`config.mk`:
```
export PLATFORM = sky130hd
export DESIGN_NAME = opb_register_bank_ppc2simulink
export DESIGN_NICKNAME = d
export VERILOG_FILES = /design/src/rtl/opb_regbank_pkg.sv /design/src/rtl/opb_slave_ack.sv /design/src/rtl/opb_register_bank_ppc2simulink.sv
export SDC_FILE = /design/constraint.sdc
export NUM_CORES = 1
export LEC_CHECK = 0
export CAP_MARGIN = 40
export CORE_ASPECT_RATIO = 2
export CORE_UTILIZATION = 50
export CTS_BUF_LIST = sky130_fd_sc_hd__clkbuf_8
export CTS_CLUSTER_SIZE = 40
export DETAILED_ROUTE_END_ITERATION = 10
export PLACE_DENSITY = 0.77
export SLEW_MARGIN = 40
export SYNTH_ARGS = -nofsm -noshare
export SYNTH_HDL_FRONTEND = slang
export SYNTH_SLANG_ARGS = --single-unit
```
`constraint.sdc`:
```
create_clock -name OPB_Clk -period 3.9 [get_ports OPB_Clk]
set_clock_uncertainty 0.1 [all_clocks]
set_input_delay 0.78 -clock OPB_Clk [delete_from_list [all_inputs] [get_ports OPB_Clk]]
set_output_delay 0.78 -clock OPB_Clk [all_outputs]
set_load 0.02 [all_outputs]
```
`src/rtl/opb_regbank_pkg.sv`:
```
// Shared types and constants for the OPB register bank.
// Word offsets, channel limit, ack FSM state and byte-merge helper.
package opb_regbank_pkg;

    typedef enum logic {
        ST_IDLE = 1'b0,
        ST_ACK  = 1'b1
    } ack_state_e;

    localparam int STATUS_WORD = 62;
    localparam int COMMIT_WORD = 63;
    localparam int N_CH_MAX    = 32;

    // be[k] selects word bits [8k+7:8k]
    function automatic logic [31:0] be_merge(
        input logic [31:0] old_w,
        input logic [31:0] new_w,
        input logic [3:0]  be
    );
        logic [31:0] r;
        r = old_w;
        for (int b = 0; b < 4; b++) begin
            if (be[b]) begin
                r[8*b +: 8] = new_w[8*b +: 8];
            end
        end
        return r;
    endfunction

endpackage

```
`src/rtl/opb_slave_ack.sv`:
```
// OPB slave front end: window decode, two-state ack FSM and
// capture of address offset, data, byte enables and direction.
module opb_slave_ack
    import opb_regbank_pkg::*;
#(
    parameter logic [31:0] C_BASEADDR = 32'h01094500,
    parameter logic [31:0] C_HIGHADDR = 32'h010945FF
) (
    input  logic        clk_i,
    input  logic        rst_ni,
    input  logic [31:0] addr_i,
    input  logic [3:0]  be_i,
    input  logic [31:0] data_i,
    input  logic        rnw_i,
    input  logic        select_i,
    output logic        ack_o,
    output logic        rnw_o,
    output logic [7:0]  word_o,
    output logic [3:0]  be_o,
    output logic [31:0] data_o
);

    ack_state_e  state_q, state_d;
    logic        hit_w;
    logic [31:0] offs_w;
    logic        unused_offs;
    logic [7:0]  word_q, word_d;
    logic [3:0]  be_q, be_d;
    logic [31:0] data_q, data_d;
    logic        rnw_q, rnw_d;

    assign hit_w = select_i
                && (addr_i >= C_BASEADDR)
                && (addr_i <= C_HIGHADDR);

    assign offs_w      = addr_i - C_BASEADDR;
    assign unused_offs = ^{offs_w[31:10], offs_w[1:0]};

    // hits arriving while in ACK are dropped, not queued
    always_comb begin
        state_d = state_q;
        word_d  = word_q;
        be_d    = be_q;
        data_d  = data_q;
        rnw_d   = rnw_q;
        unique case (state_q)
            ST_IDLE: begin
                if (hit_w) begin
                    state_d = ST_ACK;
                    word_d  = offs_w[9:2];
                    be_d    = be_i;
                    data_d  = data_i;
                    rnw_d   = rnw_i;
                end
            end
            ST_ACK: begin
                state_d = ST_IDLE;
            end
        endcase
    end

    always_ff @(posedge clk_i or negedge rst_ni) begin
        if (!rst_ni) begin
            state_q <= ST_IDLE;
            word_q  <= '0;
            be_q    <= '0;
            data_q  <= '0;
            rnw_q   <= 1'b1;
        end else begin
            state_q <= state_d;
            word_q  <= word_d;
            be_q    <= be_d;
            data_q  <= data_d;
            rnw_q   <= rnw_d;
        end
    end

    assign ack_o  = (state_q == ST_ACK);
    assign rnw_o  = rnw_q;
    assign word_o = word_q;
    assign be_o   = be_q;
    assign data_o = data_q;

endmodule

```
`src/rtl/opb_register_bank_ppc2simulink.sv`:
```
// OPB register bank driving user channels, with optional shadow
// staging and atomic commit, plus a commit counter STATUS word.
module opb_register_bank_ppc2simulink
    import opb_regbank_pkg::*;
#(
    parameter logic [31:0] C_BASEADDR   = 32'h01094500,
    parameter logic [31:0] C_HIGHADDR   = 32'h010945FF,
    parameter int          C_OPB_AWIDTH = 32,
    parameter int          C_OPB_DWIDTH = 32,
    parameter int          N_CH         = 4,
    parameter int          COMMIT_MODE  = 1,
    parameter logic [31:0] RESET_VAL    = 32'h0
) (
    input  logic                      OPB_Clk,
    input  logic                      OPB_Rst_n,
    input  logic [0:C_OPB_AWIDTH-1]   OPB_ABus,
    input  logic [0:C_OPB_DWIDTH/8-1] OPB_BE,
    input  logic [0:C_OPB_DWIDTH-1]   OPB_DBus,
    input  logic                      OPB_RNW,
    input  logic                      OPB_select,
    input  logic                      OPB_seqAddr,
    output logic [0:C_OPB_DWIDTH-1]   Sl_DBus,
    output logic                      Sl_xferAck,
    output logic                      Sl_errAck,
    output logic                      Sl_retry,
    output logic                      Sl_toutSup,
    output logic [N_CH*32-1:0]        user_data_out,
    output logic                      user_load
);

    localparam int NC = (N_CH > N_CH_MAX) ? N_CH_MAX : N_CH;

    logic [31:0] abus_w;
    logic [3:0]  be_w;
    logic [31:0] dbus_w;
    logic        unused_seq;

    logic        ack_w;
    logic        rnw_w;
    logic [7:0]  word_w;
    logic [3:0]  cbe_w;
    logic [31:0] cdata_w;

    logic [31:0]       stage_q [N_CH];
    logic [31:0]       stage_d [N_CH];
    logic [N_CH*32-1:0] out_q, out_d;
    logic              load_q, load_d;
    logic [7:0]        cnt_q, cnt_d;
    logic              pend_q, pend_d;
    logic              wr_w;
    logic              commit_w;
    logic [31:0]       rdata_w;

    // OPB bit 0 is the MSB: positional copy lands it on bit 31
    assign abus_w     = OPB_ABus;
    assign be_w       = OPB_BE;
    assign dbus_w     = OPB_DBus;
    assign unused_seq = OPB_seqAddr;

    opb_slave_ack #(
        .C_BASEADDR (C_BASEADDR),
        .C_HIGHADDR (C_HIGHADDR)
    ) u_ack (
        .clk_i    (OPB_Clk),
        .rst_ni   (OPB_Rst_n),
        .addr_i   (abus_w),
        .be_i     (be_w),
        .data_i   (dbus_w),
        .rnw_i    (OPB_RNW),
        .select_i (OPB_select),
        .ack_o    (ack_w),
        .rnw_o    (rnw_w),
        .word_o   (word_w),
        .be_o     (cbe_w),
        .data_o   (cdata_w)
    );

    assign wr_w = ack_w && !rnw_w;

    // commit needs the LSB set with its byte lane enabled
    assign commit_w = wr_w
                   && (COMMIT_MODE != 0)
                   && (word_w == 8'(COMMIT_WORD))
                   && cdata_w[0]
                   && cbe_w[0];

    always_comb begin
        for (int i = 0; i < N_CH; i++) begin
            stage_d[i] = stage_q[i];
        end
        out_d  = out_q;
        load_d = 1'b0;
        cnt_d  = cnt_q;
        pend_d = pend_q;
        if (wr_w) begin
            for (int i = 0; i < NC; i++) begin
                if (word_w == 8'(i)) begin
                    stage_d[i] = be_merge(stage_q[i], cdata_w, cbe_w);
                    if (COMMIT_MODE == 0) begin
                        out_d[32*i +: 32] = stage_d[i];
                        load_d            = 1'b1;
                    end else begin
                        pend_d = 1'b1;
                    end
                end
            end
        end
        if (commit_w) begin
            for (int i = 0; i < N_CH; i++) begin
                out_d[32*i +: 32] = stage_q[i];
            end
            load_d = 1'b1;
            cnt_d  = cnt_q + 8'd1;
            pend_d = 1'b0;
        end
    end

    always_ff @(posedge OPB_Clk or negedge OPB_Rst_n) begin
        if (!OPB_Rst_n) begin
            for (int i = 0; i < N_CH; i++) begin
                stage_q[i] <= RESET_VAL;
            end
            out_q  <= {N_CH{RESET_VAL}};
            load_q <= 1'b0;
            cnt_q  <= '0;
            pend_q <= 1'b0;
        end else begin
            for (int i = 0; i < N_CH; i++) begin
                stage_q[i] <= stage_d[i];
            end
            out_q  <= out_d;
            load_q <= load_d;
            cnt_q  <= cnt_d;
            pend_q <= pend_d;
        end
    end

    always_comb begin
        rdata_w = '0;
        for (int i = 0; i < NC; i++) begin
            if (word_w == 8'(i)) begin
                rdata_w = stage_q[i];
            end
        end
        if (word_w == 8'(STATUS_WORD)) begin
            rdata_w = {16'h0, cnt_q, 7'h0, pend_q};
        end
    end

    assign Sl_DBus       = ack_w ? rdata_w : '0;
    assign Sl_xferAck    = ack_w;
    assign Sl_errAck     = 1'b0;
    assign Sl_retry      = 1'b0;
    assign Sl_toutSup    = 1'b0;
    assign user_data_out = out_q;
    assign user_load     = load_q;

endmodule

```
==> Word-level counts from Yosys, hierarchy flattened <==
Cells that the tools add are included.
{ "word_totals": {"register_bits": 312, "input_bits": 73, "output_inout_bits": 165, "wordCells": 78} }
{ "op_classes": {"add_sub_neg": 2, "magnitude_cmp": 2, "n_eq_ne": 5, "muxes": 15, "bitwise_logic": 1, "n_reduce_logical": 28} }
{ "ops": {"columns": ["cell", "count"], "rows": [
  ["32-bit two-way mux", 6],
  ["3-bit AND reduction", 16],
  ["32-bit by 25-bit >= comparator with 1-bit output (second input constant)", 1],
  ["32-bit by 25-bit less-or-equal comparator with 1-bit output (second input constant)", 1],
  ["8-bit by 2-bit equality test with 1-bit output (second input constant)", 2],
  ["8-bit by 6-bit equality test with 1-bit output (second input constant)", 2],
  ["10-bit by 9-bit subtractor with 10-bit output (second input constant)", 1],
  ["8-bit by 1-bit adder with 8-bit output (second input constant)", 1],
  ["8-bit by 1-bit equality test with 1-bit output (second input constant)", 1],
  ["8-bit logical NOT", 1],
  ["1-bit two-way mux", 8],
  ["1-bit logical AND", 6],
  ["5-bit nonzero test", 1],
  ["2-bit AND reduction", 2],
  ["1-bit one-hot mux with 2 select lines", 1],
  ["2-bit nonzero test", 1],
  ["1-bit logical NOT", 1],
  ["1-bit inverter", 1]
]} }

==> Logic depth before layout (Yosys ltp) <==
{ "logic_depth": {"depth_word": 7, "mapped_depth": 8, "mapped_depth_nobuf": 7} }

==> Hierarchy <==
From an unflattened synthesis, not the netlist that was laid out.
{ "unflattened": {"hier_cells": 1162, "hier_area_um2": 13147.6} }
{ "modules_own_cells": {"columns": ["mod", "n_inst", "cells_per_inst", "area_each_um2", "seq_area_each_um2"], "rows": [
  ["opb_register_bank_ppc2simulink", 1, 1034, 11223.3, 6656.4],
  ["opb_slave_ack", 1, 128, 1924.3, 1152.4]
]} }

==> Worst setup path before layout <==
OpenSTA, ideal clock, no wires.
{ "synth_timing": {"path_kind": "reg-to-output", "from": "register u_ack.word_q[2] (netlist: u_ack.word_o[2])", "to": "output port Sl_DBus[10] (netlist name)", "arrival_time_ps": 2084, "t_required_ps": 3020, "path_slack_ps": 936, "path_stages_with_launch": 7, "n_path_buf": 2, "path_cell_list": "dfrtp_1 -> or4_4 -> nor2_1 -> buf_2 -> nand2_1 -> clkbuf_1 -> nor3_1"} }
{ "synth_via": {"elab_chain_cells": 7, "elab_cells_between_ends": 11, "classes_between": "4 x eq/ne; 6 x mux; 1 x reduce/logical"} }
{ "synth_lines": {"columns": ["element", "line", "source"], "rows": [
  ["start: declaration", "opb_slave_ack.sv:27", "logic [7:0] word_q, word_d;"],
  ["start signal: assignment", "opb_slave_ack.sv:71", "word_q <= word_d;"],
  ["8-bit logical NOT", "opb_register_bank_ppc2simulink.sv:141", "if (word_w == 8'(i)) begin"],
  ["32-bit two-way mux (4 in a row)", "opb_register_bank_ppc2simulink.sv:141", null],
  ["32-bit two-way mux *", "opb_register_bank_ppc2simulink.sv:145", "if (word_w == 8'(STATUS_WORD)) begin"],
  ["32-bit two-way mux *", "opb_register_bank_ppc2simulink.sv:150", "assign Sl_DBus = ack_w ? rdata_w : '0;"],
  ["end: declaration", "opb_register_bank_ppc2simulink.sv:22", "output logic [0:C_OPB_DWIDTH-1] Sl_DBus,"]
]} }
Every way passes the cells marked *; elsewhere a longest branch is shown, timed or not.

==> Worst setup path in the final report <==
{ "layout_timing": {"from": "register u_ack.word_q[2] (netlist: u_ack.word_o[2])", "to": "output port Sl_DBus[26] (netlist name)"} }
The elaborated chain is that of the path after synthesis.

==> metrics.md <==
| Metric | Value |
|---|---|
| Status | `complete, no violations` |
| Post-DP HPWL | `21400 µm` |
| P_leak | `0.00802 µW` |
| Post-CTS Setup Bufs | `0` |
| Final Hold Viols | `0` |
| Fin. max-slew vios | `0` |
| Die Wd | `116 µm` |
| PwrDens | `365 mW/mm²` |
| Die ar. | `0.0267 mm²` |
| Die height | `230 µm` |
| Port Buffer Count | `233` |
| RSZ-0062 raised after global routing | `false` |
| CTS Buffer Depth | `3` |
| Fin area | `0.0167 mm²` |
| Synth async-reset ratio | `100%` |
| Hold buffers post-CTS | `0` |
| Total grt overflow | `0` |
| Remaining antenna violation count | `0` |
| Most numerous cell in the Yosys netlist | `mux2_2` |
| Final setup margin | `0.206 ns` |
| Vias/cell | `5.48` |
| Final period utilization | `94.7%` |
| First-pass GRT wire length | `50300 µm` |
| VDD IR max | `0.279 mV` |
| CTS buffer count | `46` |
| Post-synth EDFFs | `0` |
| Pre-CTS setup slack | `0.516 ns` |
| Critical-path cell list | `or4_4, nor2_1, buf_4, nand3_1, buf_4, nor2_1, nor3_2, dlygate4sd2_1` |
| Period minus WS final | `3.69 ns` |
| Crit path largest cell delay | `0.56 ns` |
| Routed WL | `32000 µm` |
| Mapped Cells | `863` |
| Synthesized area | `0.0130 mm²` |
| Synth top area cells | `dfrtp_1 (60%), mux2_2 (28%), mux4_2 (1.6%), o22ai_1 (1.1%), nor3_1 (0.92%)` |
| Number of global-route vias before repair | `8921` |
| Dpl cell area | `0.0157 mm²` |
| Seq/Total Area, Yosys | `60.1%` |
| Slew of the pin with the lowest slew margin | `0.755 ns` |
| Top-area cell type share of the netlist area | `59.9%` |
| GR Util All Layers | `25.4%` |
| DRC violations left | `0` |
| Initial antenna violation count | `2` |
| Ys flop type | `dfrtp_1` |
| Fill cells | `1961` |
| Largest net degree at the start of global routing | `129` |
| Avg Inst Size Synth | `15.1 µm²` |
| CTS tree | `done` |
| # rows | `83` |
| Rel. slew slack | `49.6%` |
| Top post-synthesis cells by count | `mux2_2 (324), dfrtp_1 (311), nor2_1 (26), nor3_1 (24), o22ai_1 (23)` |
| Core box area | `0.0255 mm²` |
| Clock root buffer | `clkbuf_8` |
| Worst setup EP type | `output port` |
| IO Pins | `238` |
| Startpoint types | `flop` |
| Synthesized flop and latch total | `312` |
| Initial Util | `50.8%` |
| Worst min path class | `primary input to asynchronous set/reset pin` |
| Final setup fails | `0` |
| CP Max Fanout | `23` |
| Cell variety after synth | `40` |
| Slowest CP cell | `or4_4` |
| 1st-iter DRT viols | `416` |
| WS Path Type | `flop to output port` |
| TritonRoute pass-1 iters | `7` |
| Clock Latency Late Sink | `0.58 ns` |
| Fmax | `271 MHz` |
| Max cap viols | `0` |
| Wire length per cell | `21.4 µm` |
| Layout cells sized above 1 | `38.8%` |
| Crit path DAT | `2.81 ns` |
| Required @ worst endpoint | `3.02 ns` |
| H-tree depth | `2` |
| Ys Warns | `0` |
| Total negative slack | `0 ns` |
| Yosys top cell by area | `dfrtp_1` |
| GP Congestion | `0.783` |
| Clk pin slew, worst setup/hold paths | `0.07 ns` |
| Clk sinks | `312` |
| # nets final | `1198` |
| Via count | `8221` |
| Area delta synth->final | `28.5%` |
==> cells in the final DEF, fill, tap and decap left out, types with 10 or more instances in the layout <==
cell	count
nor2_1	26
o22ai_1	23
nand2_1	12
dfrtp_1	309
dlygate4sd2_1	23
mux2_2	324
inv_1	15
clkdlybuf4s50_1	209
clkbuf_8	64
nor2_2	12
nor3_1	23
buf_4	10
==> stage by stage <==
stage | power (µW) | cells | utilization, % | hold WS [ns]
after floorplan | 3310 | 865 | - | 0.346
after global placement | 3460 | 1414 | 61.6 | 0.363
after detailed placement | 3460 | 1414 | 61.6 | 0.365
after CTS | 6160 | 1498 | 65.3 | 0.0474
after global routing | 6310 | 1500 | 65.3 | 0.0716
final | 6100 | 1500 | 65.3 | 0.0390
==> routing by layer <==
| metal | up-vias | routed length [µm] | track usage (%) |
|---|---|---|---|
| met5 | - | 0 | 0 |
| met4 | 0 | 1620 | 13.8 |
| met3 | 77 | 1340 | 4.45 |
| met2 | 234 | 17100 | 44.2 |
| met1 | 4250 | 11900 | 28.9 |
| li1 | 3660 | - | - |
==> area by class of cell <==
type / instances / area, µm² / area share, %
Multi-Input combinational cell: 509 / 4960 / 29.7
Sequential cell: 312 / 7810 / 46.8
Tap cell: 340 / 425 / 2.55
Antenna cell: 2 / 5.00 / 0.0300
Timing Repair Buffer: 250 / 2510 / 15.1
Clock inverter: 20 / 87.6 / 0.525
Inverter: 3 / 11.3 / 0.0675
Clock buffer: 64 / 881 / 5.28
==> where the power goes <==
group / total [µW] / switching (µW) / leakage [µW] / internal [µW]
logic: 162 / 87.5 / 0.00312 / 74.0
clock network: 2700 / 1240 / 0.000552 / 1460
registers: 3240 / 0.00168 / 0.00435 / 3240
==> registers in the layout, summed over array words and instances (netlist names), 4 cells and up <==
signal	flops
u_ack.be_o	4
u_ack.data_o	32
cnt_q	8
stage_q	128
u_ack.word_o	8
user_data_out	128
==> critical path: cells and delay by family, from the launching register on <==
family                 cells  cell delay, ns
AND/OR/NAND/NOR            5            1.05
buffers and inverters      3            0.78
flip-flops                 1            0.39
==> timing repair <==
item                                    CTS  global route
hold endpoints to repair                  0             0
endpoints found under the setup margin   23             0
resized for setup                        25             0
==> cells by family (layout without fill, tap and decap cells) <==
family                   count (synthesis)  count (layout)  share of synthesized area [%]
multiplexers                           334             334                           29.7
flip-flops                             312             312                           60.1
AND/OR/NAND/NOR                        126             126                           5.69
buffers and inverters                   44             337                           1.87
AO/OA/AOI/OAI                           36              36                           1.80
XOR/XNOR                                 7               7                          0.472
adder cells (fa/ha/maj)                  3               3                          0.289
other                                    1               5                         0.0289
==> path summary, 6_finish.rpt <==
kind,startpoint,endpoint,slack (ns),cells after the start
worst max-delay path,u_ack.word_o[2],Sl_DBus[26],0.21,8
worst min-delay path,OPB_Rst_n,user_data_out[46],0.04,1
worst max register to register,u_ack.word_o[2],stage_q[31],1.20,5
worst min register to register,cnt_q[7],cnt_q[7],0.37,1
max in group asynchronous,OPB_Rst_n,u_ack.word_o[1],2.71,2
min in group OPB_Clk,cnt_q[7],cnt_q[7],0.37,1
Note: power is estimated with default switching activity, not from simulation.
